File: config.mk
export PLATFORM = sky130hd
export DESIGN_NAME = step_datapath_flat
export DESIGN_NICKNAME = d
export VERILOG_FILES = /design/src/rtl/step_datapath_if.sv /design/src/rtl/step_datapath.sv /design/src/flat_wrapper.sv
export SDC_FILE = /design/constraint.sdc
export NUM_CORES = 1
export LEC_CHECK = 0
export BUFFER_PORTS_ARGS = -buffer_cell sky130_fd_sc_hd__buf_2
export CAP_MARGIN = 0
export CORE_MARGIN = 2
export CORE_UTILIZATION = 37
export CTS_BUF_LIST = sky130_fd_sc_hd__clkbuf_16
export DETAILED_ROUTE_END_ITERATION = 10
export PLACE_DENSITY_LB_ADDON = 0.25
export SLEW_MARGIN = 20
export SYNTH_ARGS = -nofsm -noshare
export SYNTH_HDL_FRONTEND = slang
export SYNTH_SLANG_ARGS = --single-unit
File: constraint.sdc
create_clock -name clk -period 4.5 [get_ports clk]
set_input_delay 1.125 -clock clk [delete_from_list [all_inputs] [get_ports clk]]
set_output_delay 1.125 -clock clk [all_outputs]
set_load 0.01 [all_outputs]
File: src/rtl/step_datapath_if.sv
// step_datapath_if: instruction/status bundle between a step controller and step_datapath
// master drives the instruction fields and step pulse.
// slave (the datapath) returns reg_out, alu_out, n/z/c/v, busy and done.
interface step_datapath_if #(parameter int DW = 16, parameter int AW = 3);
  logic          i_step;
  logic          i_we;
  logic [AW-1:0] i_w_adr;
  logic [AW-1:0] i_r_adr;
  logic [AW-1:0] i_s_adr;
  logic          i_s_sel;
  logic [DW-1:0] i_ds;
  logic [3:0]    i_alu_op;
  logic [DW-1:0] o_reg_out;
  logic [DW-1:0] o_alu_out;
  logic          o_n;
  logic          o_z;
  logic          o_c;
  logic          o_v;
  logic          o_busy;
  logic          o_done;
  modport master (
    output i_step, i_we, i_w_adr, i_r_adr, i_s_adr, i_s_sel, i_ds, i_alu_op,
    input  o_reg_out, o_alu_out, o_n, o_z, o_c, o_v, o_busy, o_done
  );
  modport slave (
    input  i_step, i_we, i_w_adr, i_r_adr, i_s_adr, i_s_sel, i_ds, i_alu_op,
    output o_reg_out, o_alu_out, o_n, o_z, o_c, o_v, o_busy, o_done
  );
endinterface

File: src/rtl/step_datapath.sv
// step_datapath: register file + ALU stepped through IDLE/LATCH/EXEC/WRITE per step pulse
// clk, reset : clock and synchronous active-high reset
// bus        : step_datapath_if slave (instruction in; reg_out, alu_out, flags, busy, done out)
module step_datapath #(parameter int DW = 16, parameter int AW = 3) (
  input logic          clk,
  input logic          reset,
  step_datapath_if.slave bus
);
  typedef enum logic [1:0] {IDLE, LATCH, EXEC, WRITE} state_t;
  state_t        r_state;
  logic [DW-1:0] r_rf [2**AW];
  logic          r_we, r_s_sel;
  logic [AW-1:0] r_w_adr, r_r_adr, r_s_adr;
  logic [DW-1:0] r_ds, r_r, r_s, r_alu;
  logic [3:0]    r_op;
  logic          r_n, r_z, r_c, r_v, r_busy, r_done;
  logic [DW:0]   w_a, w_b, w_sum;
  logic          w_cin, w_ar, w_sc, w_cf, w_vf;
  logic [DW-1:0] w_res, w_alu;
  // Arithmetic ops share one DW+1 adder: a + b + cin, carry out in bit DW.
  always_comb begin
    w_a = '0;
    w_b = '0;
    w_cin = 1'b0;
    w_ar = 1'b0;
    w_res = '0;
    w_sc = 1'b0;
    case (r_op)
      4'h0: w_res = r_r;
      4'h1: w_res = r_s;
      4'h2: {w_ar, w_a, w_cin} = {1'b1, 1'b0, r_s, 1'b1};
      4'h3: {w_ar, w_a, w_b} = {1'b1, 1'b0, r_s, 1'b0, {DW{1'b1}}};
      4'h4: {w_ar, w_a, w_b} = {1'b1, 1'b0, r_r, 1'b0, r_s};
      4'h5: {w_ar, w_a, w_b, w_cin} = {1'b1, 1'b0, r_r, 1'b0, ~r_s, 1'b1};
      4'h6: {w_sc, w_res} = {r_s, 1'b0};
      4'h7: {w_res, w_sc} = {1'b0, r_s};
      4'h8: w_res = r_r & r_s;
      4'h9: w_res = r_r | r_s;
      4'hA: w_res = r_r ^ r_s;
      4'hB: w_res = ~r_s;
      4'hC: {w_ar, w_b, w_cin} = {1'b1, 1'b0, ~r_s, 1'b1};
      4'hD: {w_res, w_sc} = {r_s[DW-1], r_s};
      default: w_res = '0;
    endcase
  end
  assign w_sum = w_a + w_b + (DW+1)'(w_cin);
  assign w_alu = w_ar ? w_sum[DW-1:0] : w_res;
  assign w_cf  = w_ar ? w_sum[DW] : w_sc;
  // Overflow: adder inputs share a sign that the result does not.
  assign w_vf  = w_ar & (w_a[DW-1] == w_b[DW-1]) & (w_sum[DW-1] != w_a[DW-1]);
  always_ff @(posedge clk) begin
    if (reset) begin
      r_state <= IDLE;
      for (int i = 0; i < 2**AW; i++) r_rf[i] <= '0;
      {r_we, r_s_sel, r_w_adr, r_r_adr, r_s_adr, r_ds, r_op} <= '0;
      {r_r, r_s, r_alu, r_n, r_z, r_c, r_v, r_busy, r_done} <= '0;
    end else begin
      r_done <= 1'b0;
      case (r_state)
        IDLE: if (bus.i_step) begin
          {r_we, r_s_sel, r_w_adr, r_r_adr, r_s_adr, r_ds, r_op} <=
            {bus.i_we, bus.i_s_sel, bus.i_w_adr, bus.i_r_adr, bus.i_s_adr, bus.i_ds, bus.i_alu_op};
          r_busy  <= 1'b1;
          r_state <= LATCH;
        end
        LATCH: begin
          r_r     <= r_rf[r_r_adr];
          r_s     <= r_s_sel ? r_ds : r_rf[r_s_adr];
          r_state <= EXEC;
        end
        EXEC: begin
          r_alu   <= w_alu;
          r_n     <= w_alu[DW-1];
          r_z     <= w_alu == '0;
          r_c     <= w_cf;
          r_v     <= w_vf;
          r_state <= WRITE;
        end
        WRITE: begin
          if (r_we) r_rf[r_w_adr] <= r_alu;
          r_busy  <= 1'b0;
          r_done  <= 1'b1;
          r_state <= IDLE;
        end
      endcase
    end
  end
  assign bus.o_reg_out = r_rf[bus.i_r_adr];
  assign bus.o_alu_out = r_alu;
  assign bus.o_n       = r_n;
  assign bus.o_z       = r_z;
  assign bus.o_c       = r_c;
  assign bus.o_v       = r_v;
  assign bus.o_busy    = r_busy;
  assign bus.o_done    = r_done;
endmodule

File: src/flat_wrapper.sv
// flat-port wrapper written by rule: the top's interface ports become plain ports
module step_datapath_flat 
#(parameter int DW = 16, parameter int AW = 3)
  (clk, reset, bus_i_step, bus_i_we, bus_i_w_adr, bus_i_r_adr, bus_i_s_adr, bus_i_s_sel, bus_i_ds, bus_i_alu_op, bus_o_reg_out, bus_o_alu_out, bus_o_n, bus_o_z, bus_o_c, bus_o_v, bus_o_busy, bus_o_done);
  step_datapath_if #(.DW(DW), .AW(AW)) bus_i ();
  input logic clk;
  input logic reset;
  input wire logic [$bits(bus_i.i_step)-1:0] bus_i_step;
  input wire logic [$bits(bus_i.i_we)-1:0] bus_i_we;
  input wire logic [$bits(bus_i.i_w_adr)-1:0] bus_i_w_adr;
  input wire logic [$bits(bus_i.i_r_adr)-1:0] bus_i_r_adr;
  input wire logic [$bits(bus_i.i_s_adr)-1:0] bus_i_s_adr;
  input wire logic [$bits(bus_i.i_s_sel)-1:0] bus_i_s_sel;
  input wire logic [$bits(bus_i.i_ds)-1:0] bus_i_ds;
  input wire logic [$bits(bus_i.i_alu_op)-1:0] bus_i_alu_op;
  output wire logic [$bits(bus_i.o_reg_out)-1:0] bus_o_reg_out;
  output wire logic [$bits(bus_i.o_alu_out)-1:0] bus_o_alu_out;
  output wire logic [$bits(bus_i.o_n)-1:0] bus_o_n;
  output wire logic [$bits(bus_i.o_z)-1:0] bus_o_z;
  output wire logic [$bits(bus_i.o_c)-1:0] bus_o_c;
  output wire logic [$bits(bus_i.o_v)-1:0] bus_o_v;
  output wire logic [$bits(bus_i.o_busy)-1:0] bus_o_busy;
  output wire logic [$bits(bus_i.o_done)-1:0] bus_o_done;
  assign bus_i.i_step = bus_i_step;
  assign bus_i.i_we = bus_i_we;
  assign bus_i.i_w_adr = bus_i_w_adr;
  assign bus_i.i_r_adr = bus_i_r_adr;
  assign bus_i.i_s_adr = bus_i_s_adr;
  assign bus_i.i_s_sel = bus_i_s_sel;
  assign bus_i.i_ds = bus_i_ds;
  assign bus_i.i_alu_op = bus_i_alu_op;
  assign bus_o_reg_out = bus_i.o_reg_out;
  assign bus_o_alu_out = bus_i.o_alu_out;
  assign bus_o_n = bus_i.o_n;
  assign bus_o_z = bus_i.o_z;
  assign bus_o_c = bus_i.o_c;
  assign bus_o_v = bus_i.o_v;
  assign bus_o_busy = bus_i.o_busy;
  assign bus_o_done = bus_i.o_done;
  step_datapath #(.DW(DW), .AW(AW)) u_core (.clk(clk), .reset(reset), .bus(bus_i));
endmodule
==> flow_summary.yaml, run 1 <==
pwr:
  power_density_nw_per_um2: 454.2
  leakage_nw: 5.808
  irDropWorstVdd_v: 0.0003536
logic_synthesis:
  yosys-top-cells-area: "edfxtp_1 (27%), mux4_2 (15%), dfxtp_1 (13%)"
  synthArstFlopShare_pct: 0
  synth_seq_cells: 217
  synth_edf_count: 128
  synth_area_per_cell_um2: 10.72
  synth_ff_type: "edfxtp_1"
  synth_nets: 1396
  synth.top_cell.area_share_pct: 27.40
  postSynthCellCount: 1309
  ys_warn_count: 0
  syn_area_um2: 14030
  synth_cell_type_count: 78
  synth_top_area_cell: "edfxtp_1"
  yosysSeqAreaShare_pct: 40.11
clock_network:
  path_clk_slew_ns: 0.06
  h-tree-depth: 1
  root_buffer: "clkbuf_16"
  numCtsBuffers: 24
  cts_resized: 0
  postCtsSetupRepairBufs: 0
  cts_tree: "done"
  holdBufCountCts: 0
  cts.sinks: 217
  insertion_delay_ns: 0.53
  clock_tree.buffer_depth: 3
sta:
  skew_ns: 0.01434
  finalCritPeriodShare_pct: 89.29
  setup_viol: 0
  rsz0062_at_grt: "no"
  finalCriticalPeriod_ns: 4.018
  maxSlewViolCount: 0
  slew_headroom_pct: 34.65
  layout_setup_ws_ns: 0.4819
  tightest_slew_ns: 0.9803
  max_freq_mhz: 248.9
  fin_setup_tns_ns: 0
  finalHoldViolCount: 0
worst_hold_path:
  worstHoldEndpoint: "u_core.r_ds[4]$_SDFFE_PP0P_"
  worstHoldStart: "u_core.r_ds[4]$_SDFFE_PP0P_"
  min_path_cells: 2
  min_path_type: "flip-flop to flip-flop"
route:
  drt_iter0_markers: 939
  vias: 10600
  routed_via_density: 5.689
  drt_drc_violations_left: 0
  antenna_left: 0
  drt-total-wl_mm: 42.73
  wl_per_cell_um: 22.93
  first_pass_iters: 8
floorplanning:
  coreArea_um2: 37490
  io_pins: 72
  initial_utilization_pct: 37.41
  die_h_um: 198.7
  num_rows: 71
  die_area_um2: 39480
  die_w_um: 198.7
grt:
  grt_max_degree: 58
  grt-ovfl-total: 0
  grt_usage_pct: 21.85
  grt_pass1_vias: 10420
  antenna_found_initial: 1
  grt_pass1_wl_mm: 64.99
cells_and_area:
  layout_commonest_cell: "and2_1"
  finalNonFillerCells: 1863
  area_delta_synth_final_pct: 12.45
  drive_gt1_share_pct: 22.56
  stdcell_area_um2: 15770
  final_nets: 1421
  final_cell_mix: "and2_1 (129), edfxtp_1 (128), nand2_1 (121)"
  antenna_cells: 0
run_status:
  run_status: "finished clean"
placement:
  placed_area_um2: 14940
  pre_cts_ws_ns: 0.4698
  gp_routability_congestion: 0.9070
  hpwl_mm: 28.99
  io_buffers: 71
  placed_cells: 1819
critical_path:
  r2r_start: "u_core.r_op[1]$_SDFFE_PP0P_"
  regToRegEndpoint: "u_core.bus.o_z$_SDFFE_PP0P_"
  critPathLaunchType: "flip-flop"
  required_ns: 4.97
  ff2ff_path_depth: 15
  critPathArrivalTime_ns: 4.49
  crit_fanout: 16
  end_kind: "flip-flop"
  rrSetupSlack_ns: 0.48
  worstSetupPathType: "flip-flop to flip-flop"
job:
  drv_cap: 0
## sequential cells by signal, summed over array words and instances (netlist names), 2 cells and up, named ones only
name,count
u_core.r_r,16
u_core.r_w_adr,3
u_core.r_ds,16
u_core.r_rf,128
u_core.r_r_adr,3
u_core.r_s,16
u_core.bus.o_alu_out,15
u_core.r_op,4
u_core.r_state,2
u_core.r_s_adr,3
## area by class of cell
cell class                 count  area [um2]
inverter                      40       150.1
tap                          511       639.4
fill                        3631       21720
clock inverter                16       126.4
sequential                   217        5630
multi-input combinational    933        7790
timing repair buffer         118       735.7
clock buffer                  28       700.7
## critical path: stages (launching register included)
cell and delay (ns):
dfxtp_1 0.54, nand2b_1 0.11, buf_4 0.20, o22ai_1 0.16, nand2_1 0.09, fa_1 0.47
fa_1 0.48, nor2b_1 0.16, o221ai_1 0.20, a21oi_1 0.20, xor2_1 0.08, a2111o_1 0.44
nor4_2 0.30, nand4_1 0.16, nor4_2 0.17, a32o_1 0.19
## per-stage QoR
stage          utilization, %  power (mW)  hold slack (ns)
6_report                42.07       7.163           0.4555
5_1_grt                 42.07       7.546           0.4779
4_1_cts                 42.07       7.202           0.4578
3_5_place_dp            39.86       5.136           0.4489
3_3_place_gp            39.86       5.093           0.4442
2_1_floorplan               -       4.320           0.4359
## routing by layer
metal  global-route usage (%)  wire length [um]  share of wire [%]
met4                    5.804               930                2.2
met3                    2.781              2559                6.0
met1                    28.56             17840                 42
met5                        0                 0                  0
met2                    38.19             21390                 50
## report_power, final
group          internal, mW  switching, mW
combinational         0.958           1.29
sequential             2.35          0.504
clock                  1.23          0.837
## worst max-delay path by stage
stage               depth (start not counted)                        start                     endpoint
finish                                     15  u_core.r_op[1]$_SDFFE_PP0P_  u_core.bus.o_z$_SDFFE_PP0P_
global route                               15  u_core.r_op[1]$_SDFFE_PP0P_  u_core.bus.o_z$_SDFFE_PP0P_
CTS                                        15  u_core.r_op[1]$_SDFFE_PP0P_  u_core.bus.o_z$_SDFFE_PP0P_
detailed placement                         15  u_core.r_op[1]$_SDFFE_PP0P_  u_core.bus.o_z$_SDFFE_PP0P_
global placement                           15  u_core.r_op[1]$_SDFFE_PP0P_  u_core.bus.o_z$_SDFFE_PP0P_
floorplan                                  18  u_core.r_op[1]$_SDFFE_PP0P_  u_core.bus.o_z$_SDFFE_PP0P_
## kinds of logic (layout without fill, tap and decap cells)
group,count (synthesis),count (layout),share of synthesized area (%)
compound gates,253,253,12.39
xor+xnor,9,9,0.5620
fa+ha+maj,53,53,4.835
buf+inv,159,202,4.728
flops,217,217,40.11
mux,177,177,21.36
simple gates,441,441,16.02
## cell usage after synthesis, types with 11 or more instances
cell type,number
ha_1,51
a22oi_1,38
o21ai_0,50
dfxtp_1,89
a21oi_1,54
and2_1,129
nand3_1,11
mux4_2,96
nor2_1,102
a211oi_1,33
edfxtp_1,128
mux2_2,18
o22ai_1,18
buf_1,21
nand2_1,121
mux2i_1,63
nand2b_1,16
inv_1,40
clkbuf_1,81
No activity file was read; power rests on OpenSTA's default activity.
==> inputs of run 2 (changes only) <==
--- a/config.mk
+++ b/config.mk
@@ -8,7 +8,7 @@
 export BUFFER_PORTS_ARGS = -buffer_cell sky130_fd_sc_hd__buf_2
 export CAP_MARGIN = 0
 export CORE_MARGIN = 2
-export CORE_UTILIZATION = 37
+export CORE_UTILIZATION = 27
 export CTS_BUF_LIST = sky130_fd_sc_hd__clkbuf_16
 export DETAILED_ROUTE_END_ITERATION = 10
 export PLACE_DENSITY_LB_ADDON = 0.25
==> flow_summary.yaml, run 2 (synthesized netlist as in run 1, its figures left out) <==
critical_path:
  crit_family: "compound AO/OA/AOI/OAI gates"
  worstSetupPathType: "flip-flop to flip-flop"
  endpoint: "u_core.bus.o_z$_SDFFE_PP0P_"
  crit_fanout: 12
  cpMaxStageDelayCell: "fa_1"
  regToRegEndpoint: "u_core.bus.o_z$_SDFFE_PP0P_"
  end_kind: "flip-flop"
  r2r_start: "u_core.r_op[2]$_SDFFE_PP0P_"
  path_cells: "buf_4 -> nor2b_1 -> a21oi_1 -> fa_1 -> fa_1 -> nor2b_1 -> o221ai_1 -> a21oi_1 -> xor2_1 -> a2111o_1 -> nor4_2 -> nand4_1 -> nor4_2 -> a32o_1"
  ff2ff_path_depth: 14
  slowest_delay_ns: 0.49
  critPathLaunch: "u_core.r_op[2]$_SDFFE_PP0P_"
  crit_buf_inv: 1
  cp.depth: 14
  critPathLaunchType: "flip-flop"
  critPathArrivalTime_ns: 4.59
  rrSetupSlack_ns: 0.38
  required_ns: 4.97
sta:
  fin_setup_tns_ns: 0
  finalHoldViolCount: 0
  tightest_slew_ns: 0.8844
  setup_viol: 0
  maxSlewViolCount: 0
  max_freq_mhz: 242.8
  finalCriticalPeriod_ns: 4.119
  slew_headroom_pct: 41.04
  finalCritPeriodShare_pct: 91.53
  skew_ns: 0.02872
  rsz0062_at_grt: "no"
route:
  vias: 10590
  first_pass_iters: 7
  drt_drc_violations_left: 0
  drt-total-wl_mm: 45.22
  wl_per_cell_um: 22.14
  antenna_left: 0
  drt_iter0_markers: 835
  routed_via_density: 5.186
cells_and_area:
  regMostFlops: "u_core.r_rf"
  final_cell_mix: "and2_1 (129), edfxtp_1 (128), nand2_1 (121)"
  area_delta_synth_final_pct: 14.42
  final_nets: 1429
  multi_input_area_um2: 7777
  drive_gt1_share_pct: 23.00
  register_area_um2: 5629
  layout_commonest_cell: "and2_1"
  finalNonFillerCells: 2042
  largest_reg_flops: 128
  nFillCells: 5328
pwr:
  irDropWorstVdd_v: 0.0002165
  power_density_nw_per_um2: 452.7
  leakage_nw: 5.862
  total_power_mw: 7.264
grt:
  grt_pass1_wl_mm: 68.50
  grt-ovfl-total: 0
  grt_max_degree: 49
  met1_usage_pct: 22.07
  grt_use_met2_pct: 29.38
  grt_pass1_vias: 10660
  grtUsageMet3_pct: 1.633
  grt_usage_pct: 16.81
  antenna_found_initial: 0
  busiest_layer: "met2"
floorplanning:
  die_w_um: 231.9
  initial_utilization_pct: 27.34
  die_h_um: 231.9
  coreArea_um2: 51300
  io_pins: 72
  num_rows: 83
  die_area_um2: 53790
placement:
  gp_routability_congestion: 0.8301
  placed_cells: 1994
  io_buffers: 71
  hpwl_mm: 30.96
worst_hold_path:
  min_path_type: "flip-flop to flip-flop"
  min_path_cells: 2
clock_network:
  root_buffer: "clkbuf_16"
  cts_resized: 0
  holdBufCountCts: 0
  insertion_delay_ns: 0.55
  clock_tree.buffer_depth: 3
  cts_tree: "done"
  numCtsBuffers: 26
  path_clk_slew_ns: 0.06
  postCtsSetupRepairBufs: 0
  cts.sinks: 217
  h-tree-depth: 1
job:
  drv_cap: 0
run_status:
  run_status: "finished clean"
## run 2: worst min-delay path by stage
stage	start	endpoint	slack, ns
final	u_core.r_s_adr[0]$_SDFFE_PP0P_	flip-flop	0.45
after global routing	u_core.r_ds[12]$_SDFFE_PP0P_	u_core.r_ds[12]$_SDFFE_PP0P_	0.48
after CTS	u_core.r_ds[5]$_SDFFE_PP0P_	u_core.r_ds[5]$_SDFFE_PP0P_	0.46
after detailed placement	u_core.r_s_adr[0]$_SDFFE_PP0P_	flip-flop	0.44
after global placement	u_core.r_ds[5]$_SDFFE_PP0P_	u_core.r_ds[5]$_SDFFE_PP0P_	0.44
after floorplan	u_core.r_s_adr[0]$_SDFFE_PP0P_	flip-flop	0.44
## run 2: metrics by stage
step / hold WS (ns) / utilization, % / cell area (um2) / worst slack [ns]
finish: 0.4544 / 31.28 / 16050 / 0.3810
global route: 0.4762 / 31.28 / 16050 / 0.1455
CTS: 0.4560 / 31.28 / 16050 / 0.3993
detailed placement: 0.4436 / 29.58 / 15180 / 0.4626
global placement: 0.4421 / 29.58 / 15180 / 0.4876
floorplan: 0.4359 / - / 14030 / 0.2189
## run 2: worst min-delay path: cells and delay by family (launching register included)
kind             cells  cell delay, ns
AO/OA/AOI/OAI        1            0.07
AND/OR/NAND/NOR      1            0.04
flip-flops           1            0.29
## run 2: area by class of cell
class                      instances  area share (%)
antenna                            1         0.01559
tap                              680           5.302
timing repair buffer             124           4.787
multi-input combinational        933           48.46
clock inverter                    16          0.5847
sequential                       217           35.08
clock buffer                      31           4.834
inverter                          40          0.9356
## run 2: power by group
| group | switching [mW] | internal (mW) | leakage, nW |
|---|---|---|---|
| combinational | 1.34 | 0.969 | 3.35 |
| clock | 0.854 | 1.27 | 0.463 |
| sequential | 0.478 | 2.35 | 2.05 |
## run 2: layer usage
layer | vias to the layer above | wire, um
met2 | 280 | 22380
met4 | 0 | 994
met3 | 57 | 1950
met5 | - | 0
li1 | 4934 | -
met1 | 5319 | 19890
